### config.mk
export PLATFORM = sky130hd
export DESIGN_NAME = core_sequencer_flat
export DESIGN_NICKNAME = d
export VERILOG_FILES = /design/src/rtl/core_sequencer_if.sv /design/src/rtl/core_sequencer.sv /design/src/flat_wrapper.sv
export SDC_FILE = /design/constraint.sdc
export NUM_CORES = 1
export LEC_CHECK = 0
export BUFFER_PORTS_ARGS = -buffer_cell sky130_fd_sc_hd__clkbuf_2
export CAP_MARGIN = 20
export CORE_MARGIN = 1
export CORE_UTILIZATION = 59
export DETAILED_ROUTE_END_ITERATION = 6
export MAX_ROUTING_LAYER = met4
export PLACE_DENSITY = 0.92
export SYNTH_ARGS = -nofsm -noshare
export SYNTH_HDL_FRONTEND = slang
export SYNTH_SLANG_ARGS = --single-unit
export TNS_END_PERCENT = 1
### constraint.sdc
create_clock -name clk -period 4.7 [get_ports clk]
set_input_delay 0.94 -clock clk [delete_from_list [all_inputs] [get_ports clk]]
set_output_delay 0.94 -clock clk [all_outputs]
set_load 0.05 [all_outputs]
### src/rtl/core_sequencer_if.sv
// ---------------------------------------------------------------------------
// core_sequencer_if
//
// Purpose: the single shared memory bus of the furv core. The sequencer is
// the only requester on it and uses it for both instruction fetch and
// load/store data accesses.
//
// Signals:
//   bus_req       requester -> memory  a memory request is outstanding
//   bus_we        requester -> memory  the request is a write
//   bus_addr_sel  requester -> memory  address source: 0 = PC, 1 = ALU result
//   bus_ack       memory -> requester  memory completes the request this cycle
//
// Modports:
//   master  the sequencer side (drives request, samples ack)
//   slave   the memory side (samples request, drives ack)
// ---------------------------------------------------------------------------
interface core_sequencer_if;

   logic bus_req;
   logic bus_we;
   logic bus_addr_sel;
   logic bus_ack;

   // The sequencer owns the request lines and listens for completion.
   modport master (
      output bus_req,
      output bus_we,
      output bus_addr_sel,
      input  bus_ack
   );

   // Memory watches the request lines and answers with an ack.
   modport slave (
      input  bus_req,
      input  bus_we,
      input  bus_addr_sel,
      output bus_ack
   );

endinterface

### src/rtl/core_sequencer.sv
// ---------------------------------------------------------------------------
// core_sequencer
//
// Purpose: multi-cycle control FSM of the furv core. Each instruction walks
// through FETCH, DECODE, EXEC, an optional MEM and WB. The single memory bus
// is time-shared between instruction fetch (address from PC) and load/store
// (address from the ALU). The block only issues write strobes and bus
// requests; it never touches datapath values.
//
// Parameters:
//   TIMEOUT_CYCLES  wait cycles a bus request may sit unanswered before a
//                   fault is raised (1..65535)
//   COUNT_W         width of the retired-instruction counter
//
// Ports:
//   clk             rising-edge clock
//   rst             asynchronous, active-high reset
//   bus             memory bus (master side): bus_req/bus_we/bus_addr_sel out,
//                   bus_ack in
//   i_insn_valid    decoder saw a legal opcode (looked at in DECODE)
//   i_mem           instruction is a load or store
//   i_mem_write     the memory access is a store
//   i_branch        conditional branch
//   i_jump          unconditional transfer (JAL/JALR)
//   i_branch_taken  ALU compare result (looked at in WB)
//   i_rd_zero       destination register is x0
//   i_halt_req      debug stop request, honoured at instruction boundaries
//   o_ir_we         latch fetched word into IR
//   o_mdr_we        latch load data into MDR
//   o_rf_we         register-file write
//   o_pc_we         PC update
//   o_pc_sel        next-PC source: 0 = PC+4, 1 = ALU target
//   o_halted        FSM sits in HALT
//   o_fault         FSM sits in FAULT (sticky until reset)
//   o_fault_cause   01 fetch timeout, 10 data timeout, 11 illegal instruction
//   o_state         current state encoding, for debug
//   o_instret       retired-instruction count, wraps modulo 2^COUNT_W
// ---------------------------------------------------------------------------
module core_sequencer #(
   parameter int unsigned TIMEOUT_CYCLES = 255,
   parameter int unsigned COUNT_W        = 32
) (
   input  logic                clk,
   input  logic                rst,
   core_sequencer_if.master    bus,
   input  logic                i_insn_valid,
   input  logic                i_mem,
   input  logic                i_mem_write,
   input  logic                i_branch,
   input  logic                i_jump,
   input  logic                i_branch_taken,
   input  logic                i_rd_zero,
   input  logic                i_halt_req,
   output logic                o_ir_we,
   output logic                o_mdr_we,
   output logic                o_rf_we,
   output logic                o_pc_we,
   output logic                o_pc_sel,
   output logic                o_halted,
   output logic                o_fault,
   output logic [1:0]          o_fault_cause,
   output logic [2:0]          o_state,
   output logic [COUNT_W-1:0]  o_instret
);

   // State encodings are visible on o_state, so they are pinned explicitly.
   typedef enum logic [2:0] {
      S_FETCH  = 3'd0,
      S_DECODE = 3'd1,
      S_EXEC   = 3'd2,
      S_MEM    = 3'd3,
      S_WB     = 3'd4,
      S_HALT   = 3'd5,
      S_FAULT  = 3'd6
   } state_t;

   // Fault reason codes as seen on o_fault_cause.
   localparam logic [1:0] LP_CAUSE_FETCH   = 2'b01;
   localparam logic [1:0] LP_CAUSE_DATA    = 2'b10;
   localparam logic [1:0] LP_CAUSE_ILLEGAL = 2'b11;

   // The wait counter is 16 bits wide, which covers the whole legal range
   // of the timeout limit.
   localparam logic [15:0] LP_TIMEOUT = 16'(TIMEOUT_CYCLES);

   state_t              r_state;
   logic [15:0]         r_wait;
   logic [1:0]          r_cause;
   logic [COUNT_W-1:0]  r_instret;

   // A bus wait cycle is one where we are asking and memory has not
   // answered. The limit check only matters in those cycles: an ack in the
   // very cycle the count hits the limit still completes the access.
   logic w_wait_cycle;
   logic w_timed_out;

   assign w_wait_cycle = bus.bus_req & ~bus.bus_ack;
   assign w_timed_out  = w_wait_cycle & (r_wait == LP_TIMEOUT);

   // -----------------------------------------------------------------------
   // Sequencing FSM. All architectural state of the block lives here:
   // current state, bus wait counter, sticky fault cause and the retired
   // instruction counter. The wait counter is cleared whenever we move into
   // FETCH or MEM so every bus access gets the full timeout budget, and it
   // only advances while a request is left unanswered. Because reaching the
   // limit without an ack always leaves the bus state, the counter can never
   // run past TIMEOUT_CYCLES. FAULT is a trap: only reset gets us out.
   // -----------------------------------------------------------------------
   always_ff @(posedge clk or posedge rst) begin
      if (rst) begin
         r_state   <= S_FETCH;
         r_wait    <= 16'd0;
         r_cause   <= 2'b00;
         r_instret <= '0;
      end else begin
         case (r_state)
            S_FETCH: begin
               if (bus.bus_ack) begin
                  r_state <= S_DECODE;
                  r_wait  <= 16'd0;
               end else if (w_timed_out) begin
                  r_state <= S_FAULT;
                  r_cause <= LP_CAUSE_FETCH;
               end else if (w_wait_cycle) begin
                  r_wait <= r_wait + 16'd1;
               end
            end

            S_DECODE: begin
               if (!i_insn_valid) begin
                  r_state <= S_FAULT;
                  r_cause <= LP_CAUSE_ILLEGAL;
               end else begin
                  r_state <= S_EXEC;
               end
            end

            S_EXEC: begin
               if (i_mem) begin
                  r_state <= S_MEM;
                  r_wait  <= 16'd0;
               end else begin
                  r_state <= S_WB;
               end
            end

            S_MEM: begin
               if (bus.bus_ack) begin
                  r_state <= S_WB;
                  r_wait  <= 16'd0;
               end else if (w_timed_out) begin
                  r_state <= S_FAULT;
                  r_cause <= LP_CAUSE_DATA;
               end else if (w_wait_cycle) begin
                  r_wait <= r_wait + 16'd1;
               end
            end

            S_WB: begin
               // Retirement point. The halt request is only honoured here
               // and in HALT, so a stop never cuts an instruction short.
               r_instret <= r_instret + COUNT_W'(1);
               r_wait    <= 16'd0;
               if (i_halt_req) begin
                  r_state <= S_HALT;
               end else begin
                  r_state <= S_FETCH;
               end
            end

            S_HALT: begin
               if (!i_halt_req) begin
                  r_state <= S_FETCH;
                  r_wait  <= 16'd0;
               end
            end

            S_FAULT: begin
               r_state <= S_FAULT;
            end

            default: begin
               // The spare encoding is unreachable; fall back to a clean
               // instruction boundary if it ever shows up.
               r_state <= S_FETCH;
               r_wait  <= 16'd0;
            end
         endcase
      end
   end

   // -----------------------------------------------------------------------
   // Strobe and bus-request decode. These are combinational from the current
   // state and the live inputs so a zero-wait ack can complete in the same
   // cycle it arrives. Only ir_we and mdr_we look at bus_ack. Everything is
   // forced low while reset is held, which drops an in-flight request the
   // moment reset asserts instead of waiting for a clock edge. FAULT, HALT,
   // DECODE and EXEC fall into the all-zero default.
   // -----------------------------------------------------------------------
   always_comb begin
      bus.bus_req      = 1'b0;
      bus.bus_we       = 1'b0;
      bus.bus_addr_sel = 1'b0;
      o_ir_we          = 1'b0;
      o_mdr_we         = 1'b0;
      o_rf_we          = 1'b0;
      o_pc_we          = 1'b0;
      o_pc_sel         = 1'b0;
      if (!rst) begin
         case (r_state)
            S_FETCH: begin
               bus.bus_req = 1'b1;
               o_ir_we     = bus.bus_ack;
            end

            S_MEM: begin
               bus.bus_req      = 1'b1;
               bus.bus_we       = i_mem_write;
               bus.bus_addr_sel = 1'b1;
               o_mdr_we         = bus.bus_ack & ~i_mem_write;
            end

            S_WB: begin
               // Branches and stores produce no register result, and x0
               // writes are suppressed here rather than in the register file.
               o_rf_we  = ~i_rd_zero & ~i_branch & ~(i_mem & i_mem_write);
               o_pc_we  = 1'b1;
               o_pc_sel = i_jump | (i_branch & i_branch_taken);
            end

            default: begin
            end
         endcase
      end
   end

   // -----------------------------------------------------------------------
   // Status outputs come straight from registered state, so fault and halted
   // line up with the cycle o_state shows FAULT or HALT.
   // -----------------------------------------------------------------------
   assign o_state       = r_state;
   assign o_halted      = (r_state == S_HALT);
   assign o_fault       = (r_state == S_FAULT);
   assign o_fault_cause = r_cause;
   assign o_instret     = r_instret;

endmodule

### src/flat_wrapper.sv
// flat-port wrapper written by rule: the top's interface ports become plain ports
module core_sequencer_flat 
#(
   parameter int unsigned TIMEOUT_CYCLES = 255,
   parameter int unsigned COUNT_W        = 32
)
  (clk, rst, i_insn_valid, i_mem, i_mem_write, i_branch, i_jump, i_branch_taken, i_rd_zero, i_halt_req, o_ir_we, o_mdr_we, o_rf_we, o_pc_we, o_pc_sel, o_halted, o_fault, o_fault_cause, o_state, o_instret, bus_bus_req, bus_bus_we, bus_bus_addr_sel, bus_bus_ack);
  core_sequencer_if bus_i ();
  input  logic clk;
  input  logic rst;
  input  logic i_insn_valid;
  input  logic i_mem;
  input  logic i_mem_write;
  input  logic i_branch;
  input  logic i_jump;
  input  logic i_branch_taken;
  input  logic i_rd_zero;
  input  logic i_halt_req;
  output logic o_ir_we;
  output logic o_mdr_we;
  output logic o_rf_we;
  output logic o_pc_we;
  output logic o_pc_sel;
  output logic o_halted;
  output logic o_fault;
  output logic [1:0] o_fault_cause;
  output logic [2:0] o_state;
  output logic [COUNT_W-1:0] o_instret;
  output wire logic [$bits(bus_i.bus_req)-1:0] bus_bus_req;
  output wire logic [$bits(bus_i.bus_we)-1:0] bus_bus_we;
  output wire logic [$bits(bus_i.bus_addr_sel)-1:0] bus_bus_addr_sel;
  input wire logic [$bits(bus_i.bus_ack)-1:0] bus_bus_ack;
  assign bus_bus_req = bus_i.bus_req;
  assign bus_bus_we = bus_i.bus_we;
  assign bus_bus_addr_sel = bus_i.bus_addr_sel;
  assign bus_i.bus_ack = bus_bus_ack;
  core_sequencer #(.TIMEOUT_CYCLES(TIMEOUT_CYCLES), .COUNT_W(COUNT_W)) u_core (.clk(clk), .rst(rst), .bus(bus_i), .i_insn_valid(i_insn_valid), .i_mem(i_mem), .i_mem_write(i_mem_write), .i_branch(i_branch), .i_jump(i_jump), .i_branch_taken(i_branch_taken), .i_rd_zero(i_rd_zero), .i_halt_req(i_halt_req), .o_ir_we(o_ir_we), .o_mdr_we(o_mdr_we), .o_rf_we(o_rf_we), .o_pc_we(o_pc_we), .o_pc_sel(o_pc_sel), .o_halted(o_halted), .o_fault(o_fault), .o_fault_cause(o_fault_cause), .o_state(o_state), .o_instret(o_instret));
endmodule
==> summary.md <==
| Metric | Value |
|---|---|
| Run status | finished, violations left |
| Failing checks | DRC |
| Critical path's top delay family | flip-flops |
| Endpoints failing setup | 0 |
| Worst min-delay path endpoint | u_core.o_instret[31] |
| Worst Hold Slack | 0.480 ns |
| Root buffer cell | clkbuf_8 |
| CTS tree | done |
| Core ar. | 4470 sq um |
| H-tree depth | 2 |
| Avg Cell Area, Syn | 9.65 sq um |
| Mapped Area | 2820 sq um |
| Clock Skew | 0.00572 ns |
| DR vias/cell | 6.13 |
| DRC violations left | 4 |
| First-pass DRT Iterations | 6 |
| Post-CTS Setup Inserts | 0 |
| Most common cell in the netlist | dfrtp_1 |
| Critical Path RT | 3.76 ns |
| Crit-path slowest cell | dfrtp_1 |
| Final hold violation count | 0 |
| Crit Path Class | flop to output port |
| Top Ports | 58 |
| Syn Nets | 305 |
| Share of post-route cells with drive strength above 1 | 22.6% |
| Initial DRC Count | 183 |
| Yosys warns | 0 |
| Most used DFF post-synth | dfrtp_1 |
| Final wirelength | 6300 um |
| Hold Crit Class | flop to flop |
| Setup slack, reg-to-reg | 2.15 ns |
| CTS Buffer Depth | 2 |
| Period utilisation layout | 71.9% |
| Final net count | 362 |
| Hold Crit Start | u_core.o_instret[31] |
| Commonest cells in the netlist | 53 x dfrtp_1, 25 x nand2_1, 22 x xnor2_1 |
| DPL Wire Length | 4460 um |
| # clock sinks | 53 |
| FFs w/ async S/R, synth | 100% |
| R2R depth | 5 |
| CP arrival | 2.44 ns |
| #FFs+latches synth | 53 |
| Cell Pwr Density | 457 nW/um^2 |
| Synth top area cells | dfrtp_1 47%, xnor2_1 6.8%, nand2_1 3.3%, nand3_1 3.2%, xor2_1 3.1% |
| Synth top area share | 47.1% |
| Worst hold stages | 1 |
| CP Launch Type | flop |
| Gate Count Post-Synth | 292 |
| Min Clock Period, post-route | 3.38 ns |
| First-pass GRT wire length | 10,500 um |
| CTS clk-pin slew, worst paths | 0.10 ns |
| Gpl congestion | 0.895 |
| Wire length per cell | 15.7 um |
| Total CTS buffers | 5 |
| Die width | 71.1 um |
| IO buf count | 57 |
| Crit-path max FO | 21 |
| Initial Util | 63.0% |
| Crit-path cells | inv_1 -> nand2_1 -> nor2_1 -> nand2_1 -> a2111oi_2 -> clkbuf_2 |
| Worst slew pin tran | 0.807 ns |
| Hold buffer count at cts | 0 |
| Syn-to-layout area delta | 14.6% |
| Crit path largest cell delay | 0.63 ns |
| Initial antenna violation count | 0 |
| Register area share after synthesis | 47.1% |
| Leakage | 1.52 nW |
| Largest net degree at the start of global routing | 55 |
| Post-cts sizing count | 0 |
| VDD IR max | 0.433 mV |
| Post-route ant nets | 0 |
| Number of synthesized flops with an enable pin | 0 |
| R2R Path End | u_core.r_wait[4] |
| FMAX | 296 MHz |
| CP most frequent cell | nand2_1 |
| CP bufs+invs | 2 |
| Via count | 2,465 |
| Final number of max-transition violations | 0 |
| RSZ-0062 raised after global routing | no |
| Reg2reg start | u_core.o_state[1] |
| Die area | 5060 sq um |
| Worst skew pair latency | 0.31 ns |
| Area leader, netlist | dfrtp_1 |
| Die H | 71.1 um |
| Worst Setup End Kind | output port |
| Gr usage total | 27.1% |
| Vias in the first global route | 2,346 |
| Netlist cell types | 51 |
| Antenna fix cells | 0 |
| Final setup TNS | 0 ns |
| GRT overflow | 0 |
| Slew headroom | 45.9% |
| Fillcell total | 316 |
| Num rows | 24 |
| MaxCap Viol Count | 0 |
flip-flops by register name, indices dropped and copies added (netlist names):
register	cells
u_core.o_fault_cause	2
u_core.o_state	3
u_core.o_instret	32
u_core.r_wait	16
routing by layer:
metal	vias to the layer above	track usage, %	part of all wire (%)
li1	1156	-	-
met1	1196	33.2	43
met2	106	45.6	51
met3	7	5.13	5.3
met4	0	8.67	0.94
met5	-	-	0
cell type report:
cell class	count	area, sq um	share of cell area [%]
Multi-Input combinational cell	218	1410	43.7
Sequential cell	53	1330	41.1
Timing Repair Buffer	58	293	9.07
Clock buffer	6	72.6	2.25
Tap cell	52	65.1	2.01
Inverter	13	48.8	1.51
Clock inverter	2	13.8	0.426
worst reg2reg max path: cells and delay by family, from the launching register on:
| family | cells | cell delay (ns) |
|---|---|---|
| and+or+nand+nor | 3 | 1.32 |
| DFF | 1 | 0.76 |
| AOI/OAI and AO/OA | 1 | 0.21 |
| xor gates and xnor gates | 1 | 0.15 |
where the power goes:
| part | internal (mW) | switching (mW) | total (mW) |
|---|---|---|---|
| clock network | 0.107 | 0.152 | 0.259 |
| registers | 0.503 | 0.108 | 0.611 |
| logic | 0.170 | 0.436 | 0.606 |
logic make-up after synthesis:
family                   count (synthesis)  synth area share, %
adder cells (fa/ha/maj)                  2                0.888
AO/OA/AOI/OAI                           51                 11.6
XOR/XNOR                                32                 9.95
buffers and inverters                   21                 3.11
AND/OR/NAND/NOR                        130                 26.3
flip-flops                              53                 47.1
multiplexers                             3                 1.11
worst max-delay path by stage:
stage,cells past startpoint,start,end
6_report,6,u_core.o_state[1],o_rf_we
5_1_grt,6,u_core.o_state[1],o_rf_we
4_1_cts,6,u_core.o_state[1],o_rf_we
3_5_place_dp,7,rst,u_core.r_wait[4]
3_3_place_gp,7,rst,u_core.r_wait[4]
2_1_floorplan,3,rst,o_rf_we
placed cells by master (no fill, tap or decap), types with 3 or more instances in the layout:
cell	count
or3_1	9
nand3_1	18
nand2_1	25
or4_1	4
dfrtp_1	53
inv_1	12
clkbuf_8	5
o31ai_1	5
xor2_1	10
and3_1	9
nor3_1	9
nand4_1	9
nand2b_1	4
a21oi_1	14
clkbuf_2	57
xnor2_1	22
nor2_1	21
o21ai_0	15
nor3_2	3
metrics by stage:
stage	power (mW)	setup WS [ns]	cells	utilization (%)	cell area [sq um]
2_1_floorplan	1.08	0.250	292	-	2820
3_3_place_gp	1.20	1.67	394	70.2	3140
3_5_place_dp	1.22	1.52	394	70.2	3140
4_1_cts	1.47	1.32	402	72.2	3230
5_1_grt	1.55	1.08	402	72.2	3230
6_report	1.48	1.32	402	72.2	3230
Power figures use the tool's default switching activity.
